$ cat src/rtl/daq_pkg.sv
// rtl/daq_pkg.sv - shared widths, word layout and keep helpers for the pixel capture path
package daq_pkg;
   localparam int DATA_W         = 8;
   localparam int WORD_W         = 32;
   localparam int BYTES_PER_WORD = 4;
   localparam int KEEP_W         = BYTES_PER_WORD;
   localparam int ENTRY_W        = WORD_W + KEEP_W + 2;
   localparam int FLAG_SOF       = WORD_W + KEEP_W;
   localparam int FLAG_EOL       = WORD_W + KEEP_W + 1;

   typedef struct packed {
      logic              eol;
      logic              sof;
      logic [KEEP_W-1:0] keep;
      logic [WORD_W-1:0] data;
   } daq_word_t;

   // byte count 0 stands for a completely filled word
   function automatic logic [KEEP_W-1:0] keep_for_bytes(input logic [1:0] filled);
      case (filled)
         2'd1:    keep_for_bytes = 4'h1;
         2'd2:    keep_for_bytes = 4'h3;
         2'd3:    keep_for_bytes = 4'h7;
         default: keep_for_bytes = 4'hF;
      endcase
   endfunction

   function automatic logic [WORD_W-1:0] keep_mask(input logic [KEEP_W-1:0] keep);
      keep_mask = {{8{keep[3]}}, {8{keep[2]}}, {8{keep[1]}}, {8{keep[0]}}};
   endfunction
endpackage

$ cat src/rtl/daq_word_fifo.sv
// rtl/daq_word_fifo.sv - synchronous word FIFO with registered head-of-queue output
module daq_word_fifo
   import daq_pkg::*;
#(
   parameter int DEPTH = 8
) (
   input  logic               clk,
   input  logic               rst,
   input  logic               push,
   input  logic [ENTRY_W-1:0] push_data,
   input  logic               pop,
   output logic [ENTRY_W-1:0] dout,
   output logic               full,
   output logic               empty
);
   localparam int AW = $clog2(DEPTH);
   localparam logic [AW-1:0] PTR_ONE  = 1;
   localparam logic [AW:0]   CNT_ONE  = 1;
   localparam logic [AW:0]   CNT_FULL = DEPTH[AW:0];

   logic [ENTRY_W-1:0] mem [DEPTH];
   logic [AW-1:0]      wr_ptr, rd_ptr;
   logic [AW:0]        count;
   logic               do_push, do_pop, load_push;

   assign full    = (count == CNT_FULL);
   assign empty   = (count == '0);
   assign do_pop  = pop & ~empty;
   assign do_push = push & (~full | do_pop);
   // the pushed word becomes the head when nothing older will remain
   assign load_push = do_push & (do_pop ? (count == CNT_ONE) : empty);

   always_ff @(posedge clk) begin
      if (rst) begin
         wr_ptr <= '0;
         rd_ptr <= '0;
         count  <= '0;
         dout   <= '0;
      end else begin
         if (do_push) wr_ptr <= wr_ptr + PTR_ONE;
         if (do_pop)  rd_ptr <= rd_ptr + PTR_ONE;
         count <= count + (do_push ? CNT_ONE : '0) - (do_pop ? CNT_ONE : '0);
         if (load_push)
            dout <= push_data;
         else if (do_pop)
            dout <= mem[rd_ptr + PTR_ONE];
      end
   end

   always_ff @(posedge clk) begin
      if (do_push) mem[wr_ptr] <= push_data;
   end
endmodule

$ cat src/rtl/daq_pixel_capture.sv
// rtl/daq_pixel_capture.sv - sensor bus capture, 32-bit word packing, frame statistics and error flags
module daq_pixel_capture
   import daq_pkg::*;
#(
   parameter int FIFO_DEPTH  = 8,
   parameter int LINE_W      = 16,
   parameter int SYNC_STAGES = 2
) (
   input  logic              sys_clk,
   input  logic              rst,
   input  logic [7:0]        data_in,
   input  logic              pix_clk_in,
   input  logic              frame_vaild_in,
   input  logic              line_vaild_in,
   output logic [31:0]       m_data,
   output logic [3:0]        m_keep,
   output logic              m_sof,
   output logic              m_eol,
   output logic              m_valid,
   input  logic              m_ready,
   output logic              frame_done,
   output logic [LINE_W-1:0] frame_lines,
   output logic [LINE_W-1:0] line_pixels,
   output logic [15:0]       frame_cnt,
   output logic              ovf_err,
   output logic              len_err
);
   localparam logic [LINE_W-1:0] L_ONE = 1;

   logic [SYNC_STAGES-1:0][DATA_W-1:0] data_sync;
   logic [SYNC_STAGES-1:0] pix_sync, fv_sync, lv_sync;
   logic [SYNC_STAGES:0]   settle;
   logic                   pix_d, fv_d, line_d;
   logic [DATA_W-1:0]      data_s;
   logic                   pix_s, fv_s, line_s, settled;
   logic                   pix_rise, fv_rise, fv_fall, line_end, capture, has_px;
   logic                   armed;
   logic [1:0]             byte_idx;
   logic [23:0]            pack_data;
   logic                   hold_valid, hold_sof, sof_pending;
   logic [WORD_W-1:0]      hold_data;
   logic [KEEP_W-1:0]      part_keep;
   logic                   push_en;
   daq_word_t              push_word, head;
   logic                   fifo_full, fifo_empty, fifo_pop;
   logic [LINE_W-1:0]      line_px, lines_cnt, first_px, last_px;

   assign data_s  = data_sync[SYNC_STAGES-1];
   assign pix_s   = pix_sync[SYNC_STAGES-1];
   assign fv_s    = fv_sync[SYNC_STAGES-1];
   assign line_s  = fv_s & lv_sync[SYNC_STAGES-1];
   // edges are ignored until the chains hold real samples, so reset mid-frame never looks like a frame start
   assign settled  = settle[SYNC_STAGES];
   assign pix_rise = settled & pix_s & ~pix_d;
   assign fv_rise  = settled & fv_s & ~fv_d;
   assign fv_fall  = armed & fv_d & ~fv_s;
   assign line_end = armed & line_d & ~line_s;
   assign capture  = armed & line_s & pix_rise;
   assign has_px   = (line_px != '0);
   assign part_keep = keep_for_bytes(byte_idx);

   always_ff @(posedge sys_clk) begin
      if (rst) begin
         data_sync <= '0;
         pix_sync  <= '0;
         fv_sync   <= '0;
         lv_sync   <= '0;
         settle    <= '0;
         pix_d     <= 1'b0;
         fv_d      <= 1'b0;
         line_d    <= 1'b0;
      end else begin
         data_sync <= {data_sync[SYNC_STAGES-2:0], data_in};
         pix_sync  <= {pix_sync[SYNC_STAGES-2:0], pix_clk_in};
         fv_sync   <= {fv_sync[SYNC_STAGES-2:0], frame_vaild_in};
         lv_sync   <= {lv_sync[SYNC_STAGES-2:0], line_vaild_in};
         settle    <= {settle[SYNC_STAGES-1:0], 1'b1};
         pix_d     <= pix_s;
         fv_d      <= fv_s;
         line_d    <= line_s;
      end
   end

   always_ff @(posedge sys_clk) begin
      if (rst) begin
         armed       <= 1'b0;
         byte_idx    <= 2'd0;
         pack_data   <= '0;
         hold_valid  <= 1'b0;
         hold_sof    <= 1'b0;
         hold_data   <= '0;
         sof_pending <= 1'b0;
         push_en     <= 1'b0;
         push_word   <= '0;
         line_px     <= '0;
         lines_cnt   <= '0;
         first_px    <= '0;
         last_px     <= '0;
         frame_done  <= 1'b0;
         frame_lines <= '0;
         line_pixels <= '0;
         frame_cnt   <= '0;
         len_err     <= 1'b0;
      end else begin
         push_en    <= 1'b0;
         frame_done <= 1'b0;
         if (fv_rise) begin
            armed       <= 1'b1;
            sof_pending <= 1'b1;
         end
         // a completed word waits in the hold stage so the line end can still mark it eol
         if (capture) begin
            line_px <= line_px + L_ONE;
            if (hold_valid) begin
               push_en    <= 1'b1;
               push_word  <= '{eol: 1'b0, sof: hold_sof, keep: 4'hF, data: hold_data};
               hold_valid <= 1'b0;
            end
            case (byte_idx)
               2'd0: pack_data[7:0]   <= data_s;
               2'd1: pack_data[15:8]  <= data_s;
               2'd2: pack_data[23:16] <= data_s;
               default: begin
                  hold_data   <= {data_s, pack_data};
                  hold_valid  <= 1'b1;
                  hold_sof    <= sof_pending;
                  sof_pending <= 1'b0;
               end
            endcase
            byte_idx <= byte_idx + 2'd1;
         end
         if (line_end) begin
            if (byte_idx != 2'd0) begin
               push_en     <= 1'b1;
               push_word   <= '{eol: 1'b1, sof: sof_pending, keep: part_keep,
                                data: {8'h00, pack_data} & keep_mask(part_keep)};
               sof_pending <= 1'b0;
               byte_idx    <= 2'd0;
            end else if (hold_valid) begin
               push_en    <= 1'b1;
               push_word  <= '{eol: 1'b1, sof: hold_sof, keep: 4'hF, data: hold_data};
               hold_valid <= 1'b0;
            end
            line_px <= '0;
            if (has_px) begin
               lines_cnt <= lines_cnt + L_ONE;
               last_px   <= line_px;
               if (lines_cnt == '0)
                  first_px <= line_px;
               else if (line_px != first_px)
                  len_err <= 1'b1;
            end
         end
         // a line still open at frame end has just been closed above; fold it into the report
         if (fv_fall) begin
            frame_done  <= 1'b1;
            frame_lines <= (line_end && has_px) ? lines_cnt + L_ONE : lines_cnt;
            line_pixels <= (line_end && has_px) ? line_px : last_px;
            frame_cnt   <= frame_cnt + 16'd1;
            lines_cnt   <= '0;
            last_px     <= '0;
         end
      end
   end

   always_ff @(posedge sys_clk) begin
      if (rst)
         ovf_err <= 1'b0;
      else if (push_en && fifo_full && !fifo_pop)
         ovf_err <= 1'b1;
   end

   assign fifo_pop = m_valid & m_ready;
   assign m_valid  = ~fifo_empty;
   assign m_data   = head.data;
   assign m_keep   = head.keep;
   assign m_sof    = head.sof;
   assign m_eol    = head.eol;

   daq_word_fifo #(.DEPTH(FIFO_DEPTH)) u_fifo (
      .clk       (sys_clk),
      .rst       (rst),
      .push      (push_en),
      .push_data (push_word),
      .pop       (fifo_pop),
      .dout      (head),
      .full      (fifo_full),
      .empty     (fifo_empty)
   );
endmodule

$ cat config.mk
export PLATFORM = sky130hd
export DESIGN_NAME = daq_pixel_capture
export DESIGN_NICKNAME = d
export VERILOG_FILES = /design/src/rtl/daq_pkg.sv /design/src/rtl/daq_word_fifo.sv /design/src/rtl/daq_pixel_capture.sv
export SDC_FILE = /design/constraint.sdc
export NUM_CORES = 1
export LEC_CHECK = 0
export ABC_AREA = 1
export ABC_CLOCK_PERIOD_IN_PS = 3340
export BUFFER_PORTS_ARGS = -buffer_cell sky130_fd_sc_hd__buf_2
export CAP_MARGIN = 20
export CELL_PAD_IN_SITES_DETAIL_PLACEMENT = 2
export CELL_PAD_IN_SITES_GLOBAL_PLACEMENT = 2
export CORE_MARGIN = 1
export CORE_UTILIZATION = 34
export CTS_CLUSTER_DIAMETER = 100
export CTS_CLUSTER_SIZE = 16
export DETAILED_ROUTE_END_ITERATION = 10
export MAX_ROUTING_LAYER = met4
export PLACE_DENSITY_LB_ADDON = 0.08
export SLEW_MARGIN = 40
export SYNTH_ARGS = -nofsm -noshare
export SYNTH_HDL_FRONTEND = slang
export SYNTH_SLANG_ARGS = --single-unit
$ cat constraint.sdc
create_clock -name sys_clk -period 3.34 [get_ports sys_clk]
set_input_delay 0.501 -clock sys_clk [delete_from_list [all_inputs] [get_ports sys_clk]]
set_output_delay 0.501 -clock sys_clk [all_outputs]
set_load 0.005 [all_outputs]
# == Word level (Yosys, flattened, before mapping) ==
# Memories as Yosys holds them, arrays and structs flattened.
# Index checks and enable logic that the tools add are counted.
# totals
word_cells,133
memories,1
input_bits,14
output_inout_bits,90
regBits,292
ramBits,304
# memory_table
memory,words,word_bits,rd,rd_clocked_by_memory_dff,wr,line_no,rtl
u_fifo.mem,8,38,1,0,1,daq_word_fifo.sv:21,logic [ENTRY_W-1:0] mem [DEPTH];
# op_classes
add_sub_neg,8
n_bitwise,25
eq_ne,6
mux,35
reduce_logical,20
# ops
cell,count
38-bit 2-to-1 mux,7
16-bit by 1-bit adder with 16-bit output (second input constant),3
24-bit by 32-bit AND with 32-bit output,1
16-bit 2-to-1 mux,2
1-bit 2-to-1 mux,22
16-bit zero test,1
16-bit != test,1
16-bit nonzero test,1
1-bit AND,15
4-bit one-hot mux with 3 select lines,1
2-bit AND reduction,5
1-bit NOT,8
3-bit by 1-bit adder with 3-bit output (second input constant),2
2-bit 2-to-1 mux,3
4-bit adder,1
2-bit equality test (second input constant),2
4-bit by 1-bit equality test with 1-bit output (second input constant),1
4-bit equality test (second input constant),1
4-bit zero test,1
4-bit AND reduction,1
2-bit nonzero test,2
2-bit OR reduction,2
4-bit subtractor,1
1-bit logical AND,3
other kinds (7),7

# == Longest topological paths before layout ==
# logic_depth
depth_word,9
ltp_mapped,13
mapped_depth_nobuf,12

# == By module ==
# Synthesis repeated with hierarchy kept, for this count alone.
# hier_totals
hier_cells,3092
hier_area_um2,25864.8
# modules_own_cells
mod,seq_area_each_um2,area_each_um2,cells_per_inst,n_inst
daq_word_fifo,10089.7,15384.8,1582,1
daq_pixel_capture,4884.7,10480.1,1510,1

# == Least setup slack after synthesis ==
# No wires, ideal clock.
# synth_path
kind,flip-flop to flip-flop
start,reg u_fifo.count[2]
end,mem u_fifo.mem[0][0] in the netlist's numbering (enable)
path_buffers,1
path_stages_with_launch,11
setup_time_ns,0.433
synth_period_minus_slack_ns,3.305
t_arrival_ns,2.871
path_slack_ns,0.035
t_required_ns,2.907
cell_sequence,dfxtp_1 > inv_1 > ha_1 > nand3_2 > nand2_2 > nand2_1 > nand2_1 > inv_2 > buf_4 > nand2_1 > nor2_1
# synth_between
elab_chain_len,8
word_cells_on_any_way,10
cone_classes,eq/ne (1); mux (2); bitwise (6); reduce/logical (1)
# synth_lines
element,line_no,rtl
"start, declared",daq_word_fifo.sv:23,logic [AW:0] count;
"start signal, assigned",daq_word_fifo.sv:42,count <= count + (do_push ? CNT_ONE : '0) - (do_pop ? CNT_ONE : '0);
4-bit zero test *,daq_word_fifo.sv:27,assign empty = (count == '0);
1-bit NOT *,daq_pixel_capture.sv:174,assign m_valid = ~fifo_empty;
via m_valid,daq_pixel_capture.sv:19,"output logic m_valid,"
1-bit AND,daq_pixel_capture.sv:173,assign fifo_pop = m_valid & m_ready;
1-bit AND *,daq_word_fifo.sv:28,assign do_pop = pop & ~empty;
1-bit bitwise OR *,daq_word_fifo.sv:29,assign do_push = push & (~full | do_pop);
1-bit AND *,daq_word_fifo.sv:29,
via u_fifo.do_push,daq_word_fifo.sv:24,"logic do_push, do_pop, load_push;"
1-bit 2-to-1 mux *,daq_word_fifo.sv:51,if (do_push) mem[wr_ptr] <= push_data;
1-bit 2-to-1 mux (not written as such) *,daq_word_fifo.sv:51,
"end, declared",daq_word_fifo.sv:21,
# Mark *: on every way through the listed nets, which the timed path passes. The rest lies on a longest branch.

# == Worst setup path in the final report ==
# layout_path
start,reg u_fifo.count[2]
end,mem u_fifo.mem[2][23] in the netlist's numbering (enable)
# layout_between
elab_chain_len,8
word_cells_on_any_way,10
cone_classes,eq/ne (1); mux (2); bitwise (6); reduce/logical (1)
# layout_lines
element,line_no
4-bit zero test,daq_word_fifo.sv:27
1-bit NOT,"daq_word_fifo.sv:28, daq_pixel_capture.sv:174"
1-bit AND,daq_pixel_capture.sv:173
1-bit AND,daq_word_fifo.sv:28
1-bit bitwise OR *,daq_word_fifo.sv:29
1-bit AND *,daq_word_fifo.sv:29
1-bit 2-to-1 mux *,daq_word_fifo.sv:51
1-bit 2-to-1 mux (not written as such) *,daq_word_fifo.sv:51
# Mark *: on every way between the ends. The rest lies on a longest branch, timed or not.

==> flow_metrics.tcl <==
set metrics [dict create \
    outcome "complete, no violations" \
    worstPathArrival_ns 3.02 \
    antenna_left 0 \
    cts_buffer_depth 3 \
    avgSynthCellArea_sq_um 8.38 \
    cpPeakStageDelay_ns 0.46 \
    synth_cell_types 41 \
    min_to "fv_sync[0]$_SDFF_PP0_" \
    cp-end-kind "flip-flop" \
    drive_above_1_share_pct 7.75 \
    worst_ep_required_time_ns 3.62 \
    synth-edff-count 304 \
    setup_ws_ns 0.601 \
    ys_warn_count 0 \
    finalCritPeriodShare_pct 82.0 \
    finalMaxSlewViolations 0 \
    p_seq_share_pct 45.2 \
    drt_iter0_drc 786 \
    maxCapViolCount 0 \
    cts_tree "yes" \
    crit_type "flip-flop to flip-flop" \
    cpLargestDelayFamily "simple AND/OR/NAND/NOR gates" \
    cts_made_buffers 43 \
    avgRoutedWirePerCell_um 20.1 \
    min_path_type "input port to flip-flop" \
    syn_area_sq_mm 0.0257 \
    synthFlopType "edfxtp_1" \
    die_w_um 277 \
    regToRegSetupSlack_ns 0.60 \
    cts_setup_buffers 0 \
    critPathMaxFanout 26 \
    num-nets-final 3141 \
    design_area_sq_mm 0.0285 \
    grt_usage_pct 22.2 \
    yosysTopAreaCell "edfxtp_1" \
    p_per_area_mw_per_mm2 619 \
    synth-seq-cells 596 \
    grt_overflow 0 \
    area_growth_pct 10.9 \
    syn_nets 3104 \
    post-route-util_pct 38.2 \
    whs_path_depth 3 \
    min_period_ns 2.74 \
    cts.root.buffer_cell "clkbuf_16" \
    synth_top_area_share_pct 35.5 \
    timing.rr.end "u_fifo.mem[2][23]$_DFFE_PP_" \
    fin_setup_tns_ns 0 \
    cts_hold_buf 0 \
    max_slew.worst_pin.slew_ns 0.718 \
    p_switching_mw 5.99 \
    io_buffers 103 \
    num_rows 100 \
    cts.sinks 596 \
    core_area_sq_mm 0.0747 \
    power_mw 17.7 \
    antenna_found_initial 2 \
    p_leak_nw 12.8 \
    hold_start "frame_vaild_in" \
    skew_ns 0.0139 \
    p_comb_share_pct 25.7 \
    start_kind "flip-flop" \
    post-place-ws_ns 0.564 \
    crit_chain "inv_1 > ha_1 > nand3_2 > nand2_2 > nand2_1 > nand2_1 > inv_2 > nand2_1 > nor2_4 > buf_12" \
    grt_pass1_wl_um 130000 \
    grt_start_max_net_pins 113 \
    cpMostUsedCell "nand2_1" \
    dp_hpwl_um 53000 \
    r2r.worst_path.cells 10 \
    die_h_um 277 \
    max_slew_margin_pct 52.1 \
    cp_num_buf_inv 3 \
    start_util_pct 34.5 \
    yosysSeqAreaShare_pct 58.2 \
    syn_inst 3071 \
    num_vias 20500 \
    ctsResizeCount 0 \
    ir_drop_mv 0.470 \
    htreeDepth 2 \
    internal_power_mw 11.7 \
    viasPerCell 5.00 \
    clk_pin_slew_worst_paths_ns 0.07 \
    dieArea_sq_mm 0.0768 \
    clkLatencyLatePin_ns 0.59 \
    firstDrtPassIters 4 \
    hold_viol_final 0 \
    rsz0062_at_grt "false" \
    fmax_ghz 0.365 \
    synth-async-reset-ratio_pct 0 \
    placement.cell_area_sq_mm 0.0273 \
    slowest_stage "nor2_4" \
    drc 0 \
    synthTopCellsByArea "edfxtp_1, dfxtp_1, nand2_1" \
    clkPwrFrac_pct 29.0 \
    finalWirelength_um 82600 \
    gp_congestion 0.781 \
    r2r_start "u_fifo.count[2]$_SDFF_PP0_" \
    setup_viol 0 \
    boundaryPins 104 \
    grt_pass1_vias 22700 \
    switching_share_pct 33.9 \
]
-- final cells by class --
cell class	count	area (sq um)
antenna	2	5.00
clock buffer	69	1220
fill	8456	46200
clock inverter	2	16.3
inverter	475	1790
multi-input combinational	1844	8320
tap	969	1210
sequential	596	15000
timing repair buffer	148	1010
-- per-layer routing --
| metal | share of wire, % | track usage, % | up-vias |
|---|---|---|---|
| met3 | 2.5 | 2.11 | 88 |
| met1 | 44 | 26.8 | 10500 |
| met4 | 2.1 | 5.30 | 0 |
| met2 | 51 | 39.6 | 214 |
| met5 | 0 | - | - |
| li1 | - | - | 9782 |
-- flip-flops by register name, indices dropped and copies added, names as in the netlist, 3 cells and up, named ones only --
register / flops
data_sync: 8
data_s: 8
u_fifo.dout: 38
u_fifo.mem: 304
u_fifo.count: 4
last_px: 16
frame_cnt: 16
settle: 3
pack_data: 24
u_fifo.rd_ptr: 3
u_fifo.wr_ptr: 3
first_px: 16
frame_lines: 16
hold_data: 32
lines_cnt: 16
line_px: 16
line_pixels: 16
-- logic make-up after synthesis --
group | count (synthesis) | synth area share (%)
and+or+nand+nor | 1592 | 26.0
buffers and inverters | 631 | 9.85
DFF | 596 | 58.2
AOI/OAI and AO/OA | 214 | 4.40
xor gates and xnor gates | 19 | 0.647
adders and majority gates | 19 | 0.953
-- worst max path at each step --
stage	end	slack (ns)	startpoint	cells past startpoint
CTS	u_fifo.mem[2][25]$_DFFE_PP_	0.53	u_fifo.count[2]$_SDFF_PP0_	10
global placement	u_fifo.mem[2][35]$_DFFE_PP_	0.66	u_fifo.count[2]$_SDFF_PP0_	10
floorplan	u_fifo.mem[0][0]$_DFFE_PP_	0.04	u_fifo.count[2]$_SDFF_PP0_	10
finish	u_fifo.mem[2][23]$_DFFE_PP_	0.60	u_fifo.count[2]$_SDFF_PP0_	10
detailed placement	u_fifo.mem[2][27]$_DFFE_PP_	0.56	u_fifo.count[2]$_SDFF_PP0_	10
global route	u_fifo.mem[2][22]$_DFFE_PP_	0.37	u_fifo.count[2]$_SDFF_PP0_	10
-- metrics by stage --
stage	std cells	hold slack [ns]
finish	4105	0.134
global route	4104	0.115
CTS	4103	0.0949
detailed placement	4032	0.403
global placement	4031	0.390
floorplan	3071	0.388
-- Yosys cell counts, types with 5 or more instances --
master    count
nand3_1     403
inv_2        10
a31oi_1      16
xnor2_1       8
nand4_1      25
a21oi_1     115
nor3_2        5
ha_1         18
nand2_1     923
o21ai_1      10
buf_2        52
nor2_1      194
o21ai_0      62
buf_1         7
inv_1       463
clkbuf_1     70
dfxtp_1     292
xor2_1       11
buf_4        24
nand2_2       7
nor3_1       19
edfxtp_1    304
-- worst register-to-register path, stage by stage, from the launching register on --
cell	delay, ns
dfxtp_1	0.32
inv_1	0.07
ha_1	0.23
nand3_2	0.10
nand2_2	0.07
nand2_1	0.13
nand2_1	0.18
inv_2	0.32
nand2_1	0.23
nor2_4	0.46
buf_12	0.30
-- power groups by stage --
stage | clock, mW | combinational, mW | sequential (mW)
2_1_floorplan | 0 | 2.89 | 8.09
3_3_place_gp | 0 | 4.47 | 8.15
3_5_place_dp | 0 | 4.62 | 8.17
4_1_cts | 5.33 | 4.67 | 8.00
5_1_grt | 5.56 | 5.08 | 8.01
6_report | 5.13 | 4.54 | 7.99
-- layout by cell type (no fill, tap or decap), types with 2 or more instances in the layout --
master / instances
a211oi_1: 2
a21oi_1: 115
a31oi_1: 16
buf_12: 12
buf_2: 102
buf_4: 33
clkbuf_1: 24
clkbuf_16: 45
dfxtp_1: 291
diode_2: 2
edfxtp_1: 304
ha_1: 17
inv_1: 462
inv_2: 11
nand2_1: 923
nand2_2: 7
nand3_1: 402
nand3_2: 3
nand4_1: 25
nor2_1: 185
nor2_2: 4
nor2_4: 11
nor3_1: 19
nor3_2: 5
nor3b_1: 4
o211a_1: 4
o21ai_0: 62
o21ai_1: 10
xnor2_1: 7
xor2_1: 11
Power figures use the tool's default switching activity.
